<file path="src/rtl/controle_pedido_if.sv">
// controle_pedido_if: coin/selection/brewer handshake bundle of the order front end
interface controle_pedido_if #(parameter int CRED_W = 4);
  logic              moeda_valida;
  logic [1:0]        moeda_valor;
  logic              sel_valida;
  logic [1:0]        sel_tipo;
  logic              cancelar;
  logic              pronto;
  logic [1:0]        tipo;
  logic              rst_cafeteira;
  logic [CRED_W-1:0] credito;
  logic [CRED_W-1:0] troco;
  logic              troco_valido;
  logic              ocupado;
  logic              entregue;
  logic              erro;
  modport master (
    output moeda_valida, moeda_valor, sel_valida, sel_tipo, cancelar, pronto,
    input  tipo, rst_cafeteira, credito, troco, troco_valido, ocupado, entregue, erro
  );
  modport slave (
    input  moeda_valida, moeda_valor, sel_valida, sel_tipo, cancelar, pronto,
    output tipo, rst_cafeteira, credito, troco, troco_valido, ocupado, entregue, erro
  );
endinterface

</file>
<file path="src/rtl/controle_pedido.sv">
// controle_pedido: coin credit, drink selection and change front end for the coffee brewer
module controle_pedido #(
  parameter int CRED_W      = 4,
  parameter int MAX_CRED    = 15,
  parameter int PRECO_CURTO = 2,
  parameter int PRECO_LONGO = 3,
  parameter int PRECO_LEITE = 4,
  parameter int TIMEOUT     = 16
) (
  input logic               clock,
  input logic               reset,
  controle_pedido_if.slave  bus
);
  localparam int W  = CRED_W + 2;
  localparam int TW = $clog2(TIMEOUT + 1);
  typedef enum logic [1:0] {OCIOSO, PREPARO, TROCO} estado_t;
  estado_t       estado;
  logic [TW-1:0] timer;
  logic [W-1:0]  v, cred, eff, preco_sel, preco_cur, resto;
  logic          cabe, rejeita;
  function automatic logic [W-1:0] preco(input logic [1:0] t);
    return t == 2'b00 ? W'(PRECO_CURTO) : t == 2'b01 ? W'(PRECO_LONGO) :
           t == 2'b10 ? W'(PRECO_LEITE) : '0;
  endfunction
  function automatic logic [CRED_W-1:0] sat(input logic [W-1:0] s);
    return s > W'(2**CRED_W - 1) ? '1 : s[CRED_W-1:0];
  endfunction
  // coin value, effective credit (coin counted only if it fits) and price checks
  always_comb begin
    v         = bus.moeda_valida ? W'(1) << bus.moeda_valor : '0;
    cred      = W'(bus.credito);
    cabe      = (cred + v) <= W'(MAX_CRED);
    eff       = cabe ? cred + v : cred;
    preco_sel = preco(bus.sel_tipo);
    preco_cur = preco(bus.tipo);
    resto     = eff - preco_sel;
    rejeita   = bus.sel_tipo == 2'b11 || eff < preco_sel;
  end
  // order FSM with registered outputs; pulses default low every cycle
  always_ff @(posedge clock) begin
    if (reset) begin
      estado            <= OCIOSO;
      timer             <= '0;
      bus.credito       <= '0;
      bus.troco         <= '0;
      bus.troco_valido  <= 1'b0;
      bus.erro          <= 1'b0;
      bus.entregue      <= 1'b0;
      bus.tipo          <= 2'b00;
      bus.rst_cafeteira <= 1'b1;
      bus.ocupado       <= 1'b0;
    end else begin
      bus.troco_valido <= 1'b0;
      bus.erro         <= 1'b0;
      bus.entregue     <= 1'b0;
      case (estado)
        OCIOSO: begin
          if (bus.cancelar) begin
            bus.troco        <= sat(cred + v);
            bus.troco_valido <= (cred + v) != '0;
            bus.credito      <= '0;
          end else begin
            if (v != '0 && !cabe) begin
              bus.troco        <= v[CRED_W-1:0];
              bus.troco_valido <= 1'b1;
              bus.erro         <= 1'b1;
            end
            if (bus.sel_valida && rejeita) begin
              bus.erro    <= 1'b1;
              bus.credito <= eff[CRED_W-1:0];
            end else if (bus.sel_valida) begin
              bus.tipo          <= bus.sel_tipo;
              bus.credito       <= resto[CRED_W-1:0];
              bus.rst_cafeteira <= 1'b0;
              bus.ocupado       <= 1'b1;
              timer             <= '0;
              estado            <= PREPARO;
            end else begin
              bus.credito <= eff[CRED_W-1:0];
            end
          end
        end
        PREPARO: begin
          timer <= timer + 1'b1;
          if (v != '0) begin
            bus.troco        <= v[CRED_W-1:0];
            bus.troco_valido <= 1'b1;
            bus.erro         <= 1'b1;
          end
          if (bus.pronto) begin
            bus.rst_cafeteira <= 1'b1;
            estado            <= TROCO;
          end else if (timer == TW'(TIMEOUT - 1)) begin
            bus.troco         <= sat(cred + preco_cur + v);
            bus.troco_valido  <= 1'b1;
            bus.erro          <= 1'b1;
            bus.credito       <= '0;
            bus.rst_cafeteira <= 1'b1;
            bus.ocupado       <= 1'b0;
            estado            <= OCIOSO;
          end
        end
        default: begin
          bus.troco        <= sat(cred + v);
          bus.troco_valido <= (cred + v) != '0;
          bus.entregue     <= 1'b1;
          bus.credito      <= '0;
          bus.ocupado      <= 1'b0;
          estado           <= OCIOSO;
        end
      endcase
    end
  end
endmodule

</file>
<file path="src/flat_wrapper.sv">
// flat-port wrapper written by rule: the top's interface ports become plain ports
module controle_pedido_flat 
#(
  parameter int CRED_W      = 4,
  parameter int MAX_CRED    = 15,
  parameter int PRECO_CURTO = 2,
  parameter int PRECO_LONGO = 3,
  parameter int PRECO_LEITE = 4,
  parameter int TIMEOUT     = 16
)
  (clock, reset, bus_moeda_valida, bus_moeda_valor, bus_sel_valida, bus_sel_tipo, bus_cancelar, bus_pronto, bus_tipo, bus_rst_cafeteira, bus_credito, bus_troco, bus_troco_valido, bus_ocupado, bus_entregue, bus_erro);
  controle_pedido_if #(.CRED_W(CRED_W)) bus_i ();
  input logic clock;
  input logic reset;
  input wire logic [$bits(bus_i.moeda_valida)-1:0] bus_moeda_valida;
  input wire logic [$bits(bus_i.moeda_valor)-1:0] bus_moeda_valor;
  input wire logic [$bits(bus_i.sel_valida)-1:0] bus_sel_valida;
  input wire logic [$bits(bus_i.sel_tipo)-1:0] bus_sel_tipo;
  input wire logic [$bits(bus_i.cancelar)-1:0] bus_cancelar;
  input wire logic [$bits(bus_i.pronto)-1:0] bus_pronto;
  output wire logic [$bits(bus_i.tipo)-1:0] bus_tipo;
  output wire logic [$bits(bus_i.rst_cafeteira)-1:0] bus_rst_cafeteira;
  output wire logic [$bits(bus_i.credito)-1:0] bus_credito;
  output wire logic [$bits(bus_i.troco)-1:0] bus_troco;
  output wire logic [$bits(bus_i.troco_valido)-1:0] bus_troco_valido;
  output wire logic [$bits(bus_i.ocupado)-1:0] bus_ocupado;
  output wire logic [$bits(bus_i.entregue)-1:0] bus_entregue;
  output wire logic [$bits(bus_i.erro)-1:0] bus_erro;
  assign bus_i.moeda_valida = bus_moeda_valida;
  assign bus_i.moeda_valor = bus_moeda_valor;
  assign bus_i.sel_valida = bus_sel_valida;
  assign bus_i.sel_tipo = bus_sel_tipo;
  assign bus_i.cancelar = bus_cancelar;
  assign bus_i.pronto = bus_pronto;
  assign bus_tipo = bus_i.tipo;
  assign bus_rst_cafeteira = bus_i.rst_cafeteira;
  assign bus_credito = bus_i.credito;
  assign bus_troco = bus_i.troco;
  assign bus_troco_valido = bus_i.troco_valido;
  assign bus_ocupado = bus_i.ocupado;
  assign bus_entregue = bus_i.entregue;
  assign bus_erro = bus_i.erro;
  controle_pedido #(.CRED_W(CRED_W), .MAX_CRED(MAX_CRED), .PRECO_CURTO(PRECO_CURTO), .PRECO_LONGO(PRECO_LONGO), .PRECO_LEITE(PRECO_LEITE), .TIMEOUT(TIMEOUT)) u_core (.clock(clock), .reset(reset), .bus(bus_i));
endmodule
</file>
<file path="config.mk">
export PLATFORM = sky130hd
export DESIGN_NAME = controle_pedido_flat
export DESIGN_NICKNAME = d
export VERILOG_FILES = /design/src/rtl/controle_pedido_if.sv /design/src/rtl/controle_pedido.sv /design/src/flat_wrapper.sv
export SDC_FILE = /design/constraint.sdc
export NUM_CORES = 1
export LEC_CHECK = 0
export ABC_AREA = 1
export ABC_CLOCK_PERIOD_IN_PS = 4760
export CAP_MARGIN = 10
export CELL_PAD_IN_SITES_DETAIL_PLACEMENT = 1
export CELL_PAD_IN_SITES_GLOBAL_PLACEMENT = 2
export CORE_MARGIN = 2
export CORE_UTILIZATION = 33
export CTS_CLUSTER_SIZE = 40
export DETAILED_ROUTE_END_ITERATION = 7
export GPL_TIMING_DRIVEN = 0
export PLACE_DENSITY = 0.86
export SKIP_CTS_REPAIR_TIMING = 1
export SYNTH_ARGS = -nofsm -noshare
export SYNTH_HDL_FRONTEND = slang
export SYNTH_SLANG_ARGS = --single-unit
</file>
<file path="constraint.sdc">
create_clock -name clock -period 4.76 [get_ports clock]
set_clock_uncertainty 0.05 [all_clocks]
set_input_delay 0.714 -clock clock [delete_from_list [all_inputs] [get_ports clock]]
set_output_delay 0.714 -clock clock [all_outputs]
set_load 0.05 [all_outputs]
</file>
-- Word level (Yosys, flattened, before mapping)
Cells that the tools add are included.
- output and inout port bits: 15
- register bits: 22
- bits of input ports: 10
- word-level logic and storage cells: 107
- eq/ne operators: 14
- shift-type cells: 1
- reduce and logical (&&, ||, !) cells: 17
- bitwise gates (word level): 2
- muxes and demuxes: 54
- $add $sub $neg: 5
- $lt $le $gt $ge: 4
- operators with widths (cell ; number):
    4-bit two-way mux ; 12
    6-bit two-way mux ; 6
    1-bit two-way mux ; 18
    4-bit one-hot mux with 2 select lines ; 2
    5-bit two-way mux ; 3
    4-bit by 6-bit adder with 6-bit output ; 2
    6-bit by 4-bit greater-than comparator with 1-bit output (second input constant) ; 2
    4-bit AND reduction ; 3
    6-bit nonzero test ; 2
    2-bit two-way mux ; 5
    5-bit one-hot mux with 2 select lines ; 1
    5-bit AND reduction ; 2
    2-bit != test (second input constant) ; 4
    1-bit one-hot mux with 2 select lines ; 4
    6-bit adder ; 1
    2-bit by 1-bit equality test with 1-bit output (second input constant) ; 3
    2-bit equality test (second input constant) ; 3
    6-bit by 4-bit <= comparator with 1-bit output (second input constant) ; 1
    2-bit zero test ; 3
    6-bit < comparator ; 1
    3-bit two-way mux ; 2
    3-bit by 2-bit != test with 1-bit output (second input constant) ; 2
    1-bit by 2-bit left shift with 6-bit output (first input constant) ; 1
    5-bit by 1-bit adder with 5-bit output (second input constant) ; 1
    other kinds (11) ; 13

-- Logic depth before layout (Yosys ltp)
- depth in word-level cells: 11
- gate-level depth with buffers: 20
- depth with buffers taken out: 20

-- Worst setup path after synthesis
No wires, ideal clock.
- path type: input -> register
- start point: input bus_moeda_valida
- end point: register u_core.bus.credito[3]
- library setup time: 70 ps
- required time: 4640 ps
- data arrival time: 3403 ps
- cell stages on the path: 16
- path buffers: 0
- slack: 1237 ps
- cells stage by stage: inv_1 nor3_1 fa_1 nand4_1 nand2_2 or2_2 o21ai_0 ha_1 fa_1 nor2_1 nor2_1 o41ai_1 nand2_1 inv_1 nand2_1 a21oi_1
- word-level cells in the longest chain between the ends: 10
- elaborated cells between the ends (all ways): 12
- those cells by class: add/sub: 2; order compare: 2; mux: 6; reduce/logical: 2
- RTL lines (element ; RTL line ; RTL):
    start: declaration ; flat_wrapper.sv:15 ; input wire logic [$bits(bus_i.moeda_valida)-1:0] bus_moeda_valida;
    6-bit two-way mux * ; controle_pedido.sv:30 ; v = bus.moeda_valida ? W'(1) << bus.moeda_valor : '0;
    4-bit by 6-bit adder with 6-bit output * ; controle_pedido.sv:32, controle_pedido.sv:33 ;
    6-bit by 4-bit <= comparator with 1-bit output ; controle_pedido.sv:32 ; cabe = (cred + v) <= W'(MAX_CRED);
    6-bit two-way mux * ; controle_pedido.sv:33 ; eff = cabe ? cred + v : cred;
    6-bit < comparator ; controle_pedido.sv:37 ; rejeita = bus.sel_tipo == 2'b11 || eff < preco_sel;
    1-bit logical OR ; controle_pedido.sv:37 ;
    1-bit logical AND ; controle_pedido.sv:68 ; if (bus.sel_valida && rejeita) begin
    4-bit two-way mux * ; controle_pedido.sv:68 ;
    4-bit two-way mux * ; controle_pedido.sv:58 ; if (bus.cancelar) begin
    4-bit one-hot mux with 2 select lines * ; controle_pedido.sv:56 ; case (estado)
    end signal: assignment ; controle_pedido.sv:70 ; bus.credito <= eff[CRED_W-1:0];
    end signal: assignment ; controle_pedido.sv:73 ; bus.credito <= resto[CRED_W-1:0];
    end signal: assignment ; controle_pedido.sv:79 ; bus.credito <= eff[CRED_W-1:0];
    end: declaration ; controle_pedido_if.sv:23 ; output tipo, rst_cafeteira, credito, troco, troco_valido, ocupado, entregue, erro
Every way passes the cells marked *; elsewhere a longest branch is shown, timed or not.
A chain may end at the register's enable or synchronous reset.

-- Final worst setup path
Same ends and word-level chain as after synthesis.

==> results_dict.tcl <==
set metrics [dict create \
    ys_seq_area_frac 0.245 \
    muxShareOfSynthArea 0 \
    grt_max_degree 13 \
    drive_gt1_frac 0.128 \
    critPathKind "in -> reg" \
    critPathMaxFanout 6 \
    wirelength_um 5040 \
    synthArstFlopShare 0 \
    gr-usage-all-layers 0.175 \
    clock_latency_ps 260 \
    num_rows 26 \
    path_cells "clkdlybuf4s50_1 -> inv_1 -> nor3_1 -> ha_1 -> fa_1 -> nand4_1 -> nand2_2 -> or2_2 -> o21ai_0 -> ha_1 -> fa_1 -> nor2_1 -> nor2_1 -> o41ai_1 -> nand2_1 -> inv_1 -> nand2_1 -> a21oi_1" \
    stdcell_area_mm2 0.00217 \
    multi_input_area_mm2 0.00117 \
    syn_avg_cell_area_um2 7.05 \
    route.detailed.drc 0 \
    drtAntennaViolNets 0 \
    grt_overflow_total 0 \
    port_buffers 22 \
    hpwl_um 4120 \
    first_iter_violations 48 \
    power.leakage_uw 0.000967 \
    synth-simple-area-share 0.327 \
    synth_fa_ha_area_frac 0.139 \
    die_w_um 77.8 \
    worst-path-buf-inv 3 \
    max_stage_delay_ps 630 \
    period_share 0.898 \
    grt_pass1_vias 1828 \
    setup_violations 0 \
    ys_ff_latch 22 \
    cts_buffers 3 \
    clockRootBuffer "clkbuf_8" \
    worstMarginPinSlew_ps 610 \
    fp.dieH_um 77.8 \
    start_kind "input pin" \
    arrival_ps 4420 \
    viasPerCell 5.04 \
    period_needed_ps 4270 \
    wl_per_cell_um 14.4 \
    yosysWarnings 0 \
    p_per_area_mw_per_mm2 255 \
    fillers 661 \
    synth.net_count 282 \
    hold_path.class "reg -> reg" \
    gp_congestion 0.783 \
    synth.largest_area_cell "dfxtp_1" \
    htreeDepth 1 \
    antenna_found_initial 0 \
    pin_count 25 \
    ir_drop_uv 81.8 \
    path_delay_family "adder cells" \
    drtPass1Iterations 4 \
    totalPowerFinal_uw 553 \
    syn-instance-count 255 \
    initial_core_util 0.348 \
    register_area_um2 440 \
    relSlewSlack 0.593 \
    slowest_stage "clkdlybuf4s50_1" \
    synth_flop_cell "dfxtp_1" \
    synth_xor_area_frac 0.0146 \
    max_cap_viol_count 0 \
    cts_buffer_depth 2 \
    synth_top_family_by_area "simple AND/OR/NAND/NOR gates" \
    clock-sinks 22 \
    fmax_ghz 0.234 \
    cts.clk_slew.worst_paths_ps 80 \
    required_ps 4900 \
    critPathCaptureType "flip-flop" \
    rsz0062_at_grt "false" \
    synth_edf_count 0 \
    grt_pass1_wl_um 8630 \
    syn2layout_area_growth_pct 20.5 \
    finalSetupTns_ps 0 \
    synth_cell_types 34 \
    synth_top_area_share 0.245 \
    synthesis.area_mm2 0.00180 \
    nets 309 \
    dpl_cell_area_mm2 0.00211 \
    worst_hold_slack_ps 404 \
    final_max_slew_viol_count 0 \
    core_area_mm2 0.00517 \
    tritoncts "yes" \
    vias 1769 \
    dieArea_mm2 0.00606 \
    synth_area_leaders "dfxtp_1, nand2_1, inv_1" \
    antennaDiodeCount 0 \
    synth_compound_area_frac 0.169 \
    finalHoldViolCount 0 \
    status "complete, no violations" \
]
-- path summary, 6_finish.rpt --
kind / start / end / slack, ps / depth (start not counted)
worst min register to register: u_core.bus.ocupado / u_core.bus.ocupado / 400 / 2
worst max register to register: u_core.bus.credito[0] / u_core.timer[2] / 1500 / 16
worst max-delay path: bus_moeda_valida / u_core.bus.credito[3] / 490 / 18
worst min-delay path: u_core.bus.ocupado / u_core.bus.ocupado / 400 / 2
-- power by group --
part	switching (uW)	total [uW]	internal (uW)
Clock	61.1	135	73.6
Sequential	12.5	208	196
Combinational	137	210	72.3
-- per-stage QoR --
stage / utilization / std cells / worst slack [ps]
2_1_floorplan: - / 255 / 1240
3_3_place_gp: 0.407 / 347 / 65.9
5_1_grt: 0.419 / 351 / 110
3_5_place_dp: 0.407 / 347 / 10.3
4_1_cts: 0.418 / 351 / 272
6_report: 0.419 / 351 / 488
-- synth_stat cells (2+ instances only) --
cell       n
a41oi_1    2
dfxtp_1   22
nand2_2   10
fa_1       5
nand3_1   16
o31ai_1    2
nor3_1     3
o311ai_0   2
or2_2      4
nand4_2    2
nand4_1    6
inv_1     44
xor2_1     3
nand3_2    3
nor2_1    17
nand3_4    2
nor2_2     2
o211ai_1   2
a21oi_1   12
ha_1      12
o21ai_0   15
nand2_1   47
clkbuf_1   5
a21oi_2    5
a31oi_1    3
-- kinds of logic after synthesis --
family | after synthesis
fa+ha+maj | 17
xor+xnor | 3
compound gates | 48
simple gates | 115
buf+inv | 50
flops | 22
-- layout by cell type, fill, tap and decap left out, types with 2 or more instances in the layout --
| cell | count |
|---|---|
| nand3_2 | 3 |
| clkdlybuf4s50_1 | 22 |
| nand4_1 | 6 |
| nor2_2 | 2 |
| or2_2 | 4 |
| clkbuf_8 | 4 |
| xor2_1 | 3 |
| o31ai_1 | 2 |
| a31oi_1 | 3 |
| dfxtp_1 | 22 |
| nand2_1 | 47 |
| a21oi_2 | 5 |
| a41oi_1 | 2 |
| nand3_1 | 16 |
| nand4_2 | 2 |
| nand3_4 | 2 |
| a21oi_1 | 12 |
| fa_1 | 5 |
| nor2_1 | 17 |
| clkbuf_1 | 5 |
| o211ai_1 | 2 |
| o311ai_0 | 2 |
| inv_1 | 44 |
| nor3_1 | 2 |
| o21ai_0 | 15 |
| ha_1 | 12 |
| nand2_2 | 10 |
-- metal layers --
metal / GRT usage / wire length (um)
met3: 0.0105 / 144
met4: 0.0321 / 24
met2: 0.314 / 2470
met5: 0 / 0
met1: 0.232 / 2400
-- layout make-up --
| cell class | instances | area share |
|---|---|---|
| Multi-Input combinational cell | 183 | 0.542 |
| Sequential cell | 22 | 0.203 |
| Timing Repair Buffer | 22 | 0.102 |
| Inverter | 44 | 0.0763 |
| Tap cell | 70 | 0.0404 |
| Clock buffer | 4 | 0.0254 |
| Buffer | 6 | 0.0110 |
-- flip-flops by register name, indices dropped and copies added (netlist names) --
name	cells
u_core.bus.credito	4
u_core.bus.entregue	1
u_core.bus.erro	1
u_core.bus.ocupado	1
u_core.bus.rst_cafeteira	1
u_core.bus.tipo	2
u_core.bus.troco	4
u_core.bus.troco_valido	1
u_core.estado	2
u_core.timer	5
-- worst reg2reg max path, cell delays in order, from the launching register on --
cell and delay [ps]:
dfxtp_1 370, ha_1 260, fa_1 420, nand4_1 130
nand2_2 110, or2_2 300, o21ai_0 130, ha_1 250
fa_1 220, nor2_1 60, nor2_1 220, nand3_4 160
nand2_2 120, nand3_4 100, nand2_4 130, nand2_2 60
a21oi_2 100
Power figures use the tool's default switching activity.
==> edit (same flow settings) <==
`CRED_W` is set to 4 in 3 places; all go to 5.
--- a/src/rtl/controle_pedido_if.sv
+++ b/src/rtl/controle_pedido_if.sv
@@ -1,5 +1,5 @@
 // controle_pedido_if: coin/selection/brewer handshake bundle of the order front end
-interface controle_pedido_if #(parameter int CRED_W = 4);
+interface controle_pedido_if #(parameter int CRED_W = 5);
   logic              moeda_valida;
   logic [1:0]        moeda_valor;
   logic              sel_valida;
--- a/src/rtl/controle_pedido.sv
+++ b/src/rtl/controle_pedido.sv
@@ -1,6 +1,6 @@
 // controle_pedido: coin credit, drink selection and change front end for the coffee brewer
 module controle_pedido #(
-  parameter int CRED_W      = 4,
+  parameter int CRED_W      = 5,
   parameter int MAX_CRED    = 15,
   parameter int PRECO_CURTO = 2,
   parameter int PRECO_LONGO = 3,
--- a/src/flat_wrapper.sv
+++ b/src/flat_wrapper.sv
@@ -1,7 +1,7 @@
 // flat-port wrapper written by rule: the top's interface ports become plain ports
 module controle_pedido_flat 
 #(
-  parameter int CRED_W      = 4,
+  parameter int CRED_W      = 5,
   parameter int MAX_CRED    = 15,
   parameter int PRECO_CURTO = 2,
   parameter int PRECO_LONGO = 3,
Interface: changed (resized bus_credito and bus_troco); port bits go from 25 to 27. The function was not compared with the original's and may differ.
==> edit against the original RTL <==
Total power rose by 18%; critical path type unchanged; synthesized area rose by 13%; via count rose by 17%; fmax fell by 2.9%; wire length rose by 18%; final cell count rose by 16%; sequential power rose by 10%; register-to-register slack got worse by 0.39 ns; critical endpoint is now u_core.timer[1]; sequential cell count rose by 2; worst setup slack got worse by 0.13 ns; design area rose by 15%.
==> edit: results (changes against the original RTL) <==
The xor-xnor portion of the synthesized cell area came out at 0.0215 (was 0.0146). The wire length per cell after detailed routing is 14.5 um (was 14.4 um). The share of cells above drive strength 1 came out at 0.147 (was 0.128). The hold slack was 0.405 ns (was 0.404 ns). The global-route track usage on met1 is 0.241 (was 0.232). The sequential fraction of the synthesis area is 0.236 (was 0.245).

The final net count is 362 (was 309). The peak supply drop was 0.000187 V (was 0.0000818 V). The net count after synthesis came out at 332 (was 282). The arrival time of data at the critical path endpoint is 4.55 ns (was 4.42 ns). The length of routed met3 wiring was 103 um (was 144 um). The via count of the first global-routing pass is 2093 (was 1828). The placer congestion estimate is 0.831 (was 0.783).

The sum of net half-perimeters after detailed placement came out at 4900 um (was 4120 um). List of most frequent post-synthesis cells: 56 x sky130_fd_sc_hd__nand2_1, 48 x sky130_fd_sc_hd__inv_1, 34 x sky130_fd_sc_hd__nor2_1 (was 47 x sky130_fd_sc_hd__nand2_1, 44 x sky130_fd_sc_hd__inv_1, 22 x sky130_fd_sc_hd__dfxtp_1). The count of fill cells added during filler insertion came to 782 (was 661).

The peak fanout along the critical path is 10 (was 6). The global router's overall resource usage came out at 0.185 (was 0.175). The met2 track demand over resource came out at 0.335 (was 0.314).

The first-pass GRT wire length came out at 9780 um (was 8630 um). The internal power contribution came out at 0.388 mW (was 0.342 mW). The post-synthesis adder-cell area fraction was 0.125 (was 0.139). The area after detailed placement came out at 2380 sq um (was 2110 sq um). The compound-gate portion of the synthesized area is 0.143 (was 0.169). The global-route met3 utilization came out at 0.0228 (was 0.0105). The mean number of vias per cell came out at 5.05 (was 5.04).

Status: finished, final reports clean (unchanged). The met1 wire length is 2840 um (was 2400 um). Leading registers by flop count: u_core.bus.credito: 5 flops, u_core.bus.troco: 5 flops, u_core.timer: 5 flops (was u_core.timer: 5 flops, u_core.bus.credito: 4 flops, u_core.bus.troco: 4 flops). The number of input and output port buffers inserted is 25 (was 22).

The total length of routed met2 wires is 2960 um (was 2470 um). The measured slew at the worst slew-check pin came out at 0.670 ns (was 0.610 ns). The worst reg-to-reg setup slack is 1.11 ns (was 1.50 ns). The maximum number of pins on one net before global-route repair came out at 14 (was 13).
edit: cell types whose count changed in the layout (fill, tap and decap cells not counted), sizes merged, moves of 2 or more:
cell and delta:
a21oi +8, a41oi -2, clkdlybuf4s50 +2, dfxtp +2, ha +2, inv +10, nand2 +11, nand3 +6
nor2 +18, o21ai -5, o221ai +3, o31ai -2, xnor2 +2
edit: worst paths after layout:
kind,from,end,cells past startpoint
worst min register to register,u_core.bus.ocupado,u_core.bus.ocupado,2
worst min-delay path,u_core.bus.ocupado,u_core.bus.ocupado,2
worst max-delay path,bus_moeda_valida,u_core.timer[1],27
worst max register to register,u_core.bus.credito[1],u_core.timer[1],26
edit: worst max-delay path, delay by kind of cell:
family,cells,cell delay [ns]
buffers and inverters,5,0.93
AO/OA/AOI/OAI,3,0.45
adder cells (fa/ha/maj),3,0.71
AND/OR/NAND/NOR,16,1.70
edit: through the flow:
stage,total power [mW],worst slack (ns),instances
floorplan,0.428,0.945,304
global placement,0.505,-0.232,404
detailed placement,0.510,-0.404,404
CTS,0.655,-0.153,408
global route,0.699,0.0330,408
finish,0.655,0.362,408
edit: power groups by stage:
stage	registers (mW)	clock network (mW)	logic [mW]
6_report	0.229	0.140	0.285
5_1_grt	0.231	0.153	0.315
4_1_cts	0.229	0.147	0.279
3_5_place_dp	0.234	0	0.277
3_3_place_gp	0.233	0	0.272
2_1_floorplan	0.274	0	0.154
edit: area by class of cell:
class | instances | area, sq um | area share
Inverter | 54 | 205 | 0.0822
Timing Repair Buffer | 25 | 253 | 0.101
Clock buffer | 4 | 55.1 | 0.0220
Sequential cell | 24 | 480 | 0.192
Tap cell | 75 | 93.8 | 0.0376
Multi-Input combinational cell | 222 | 1400 | 0.559
Buffer | 4 | 15.0 | 0.00601
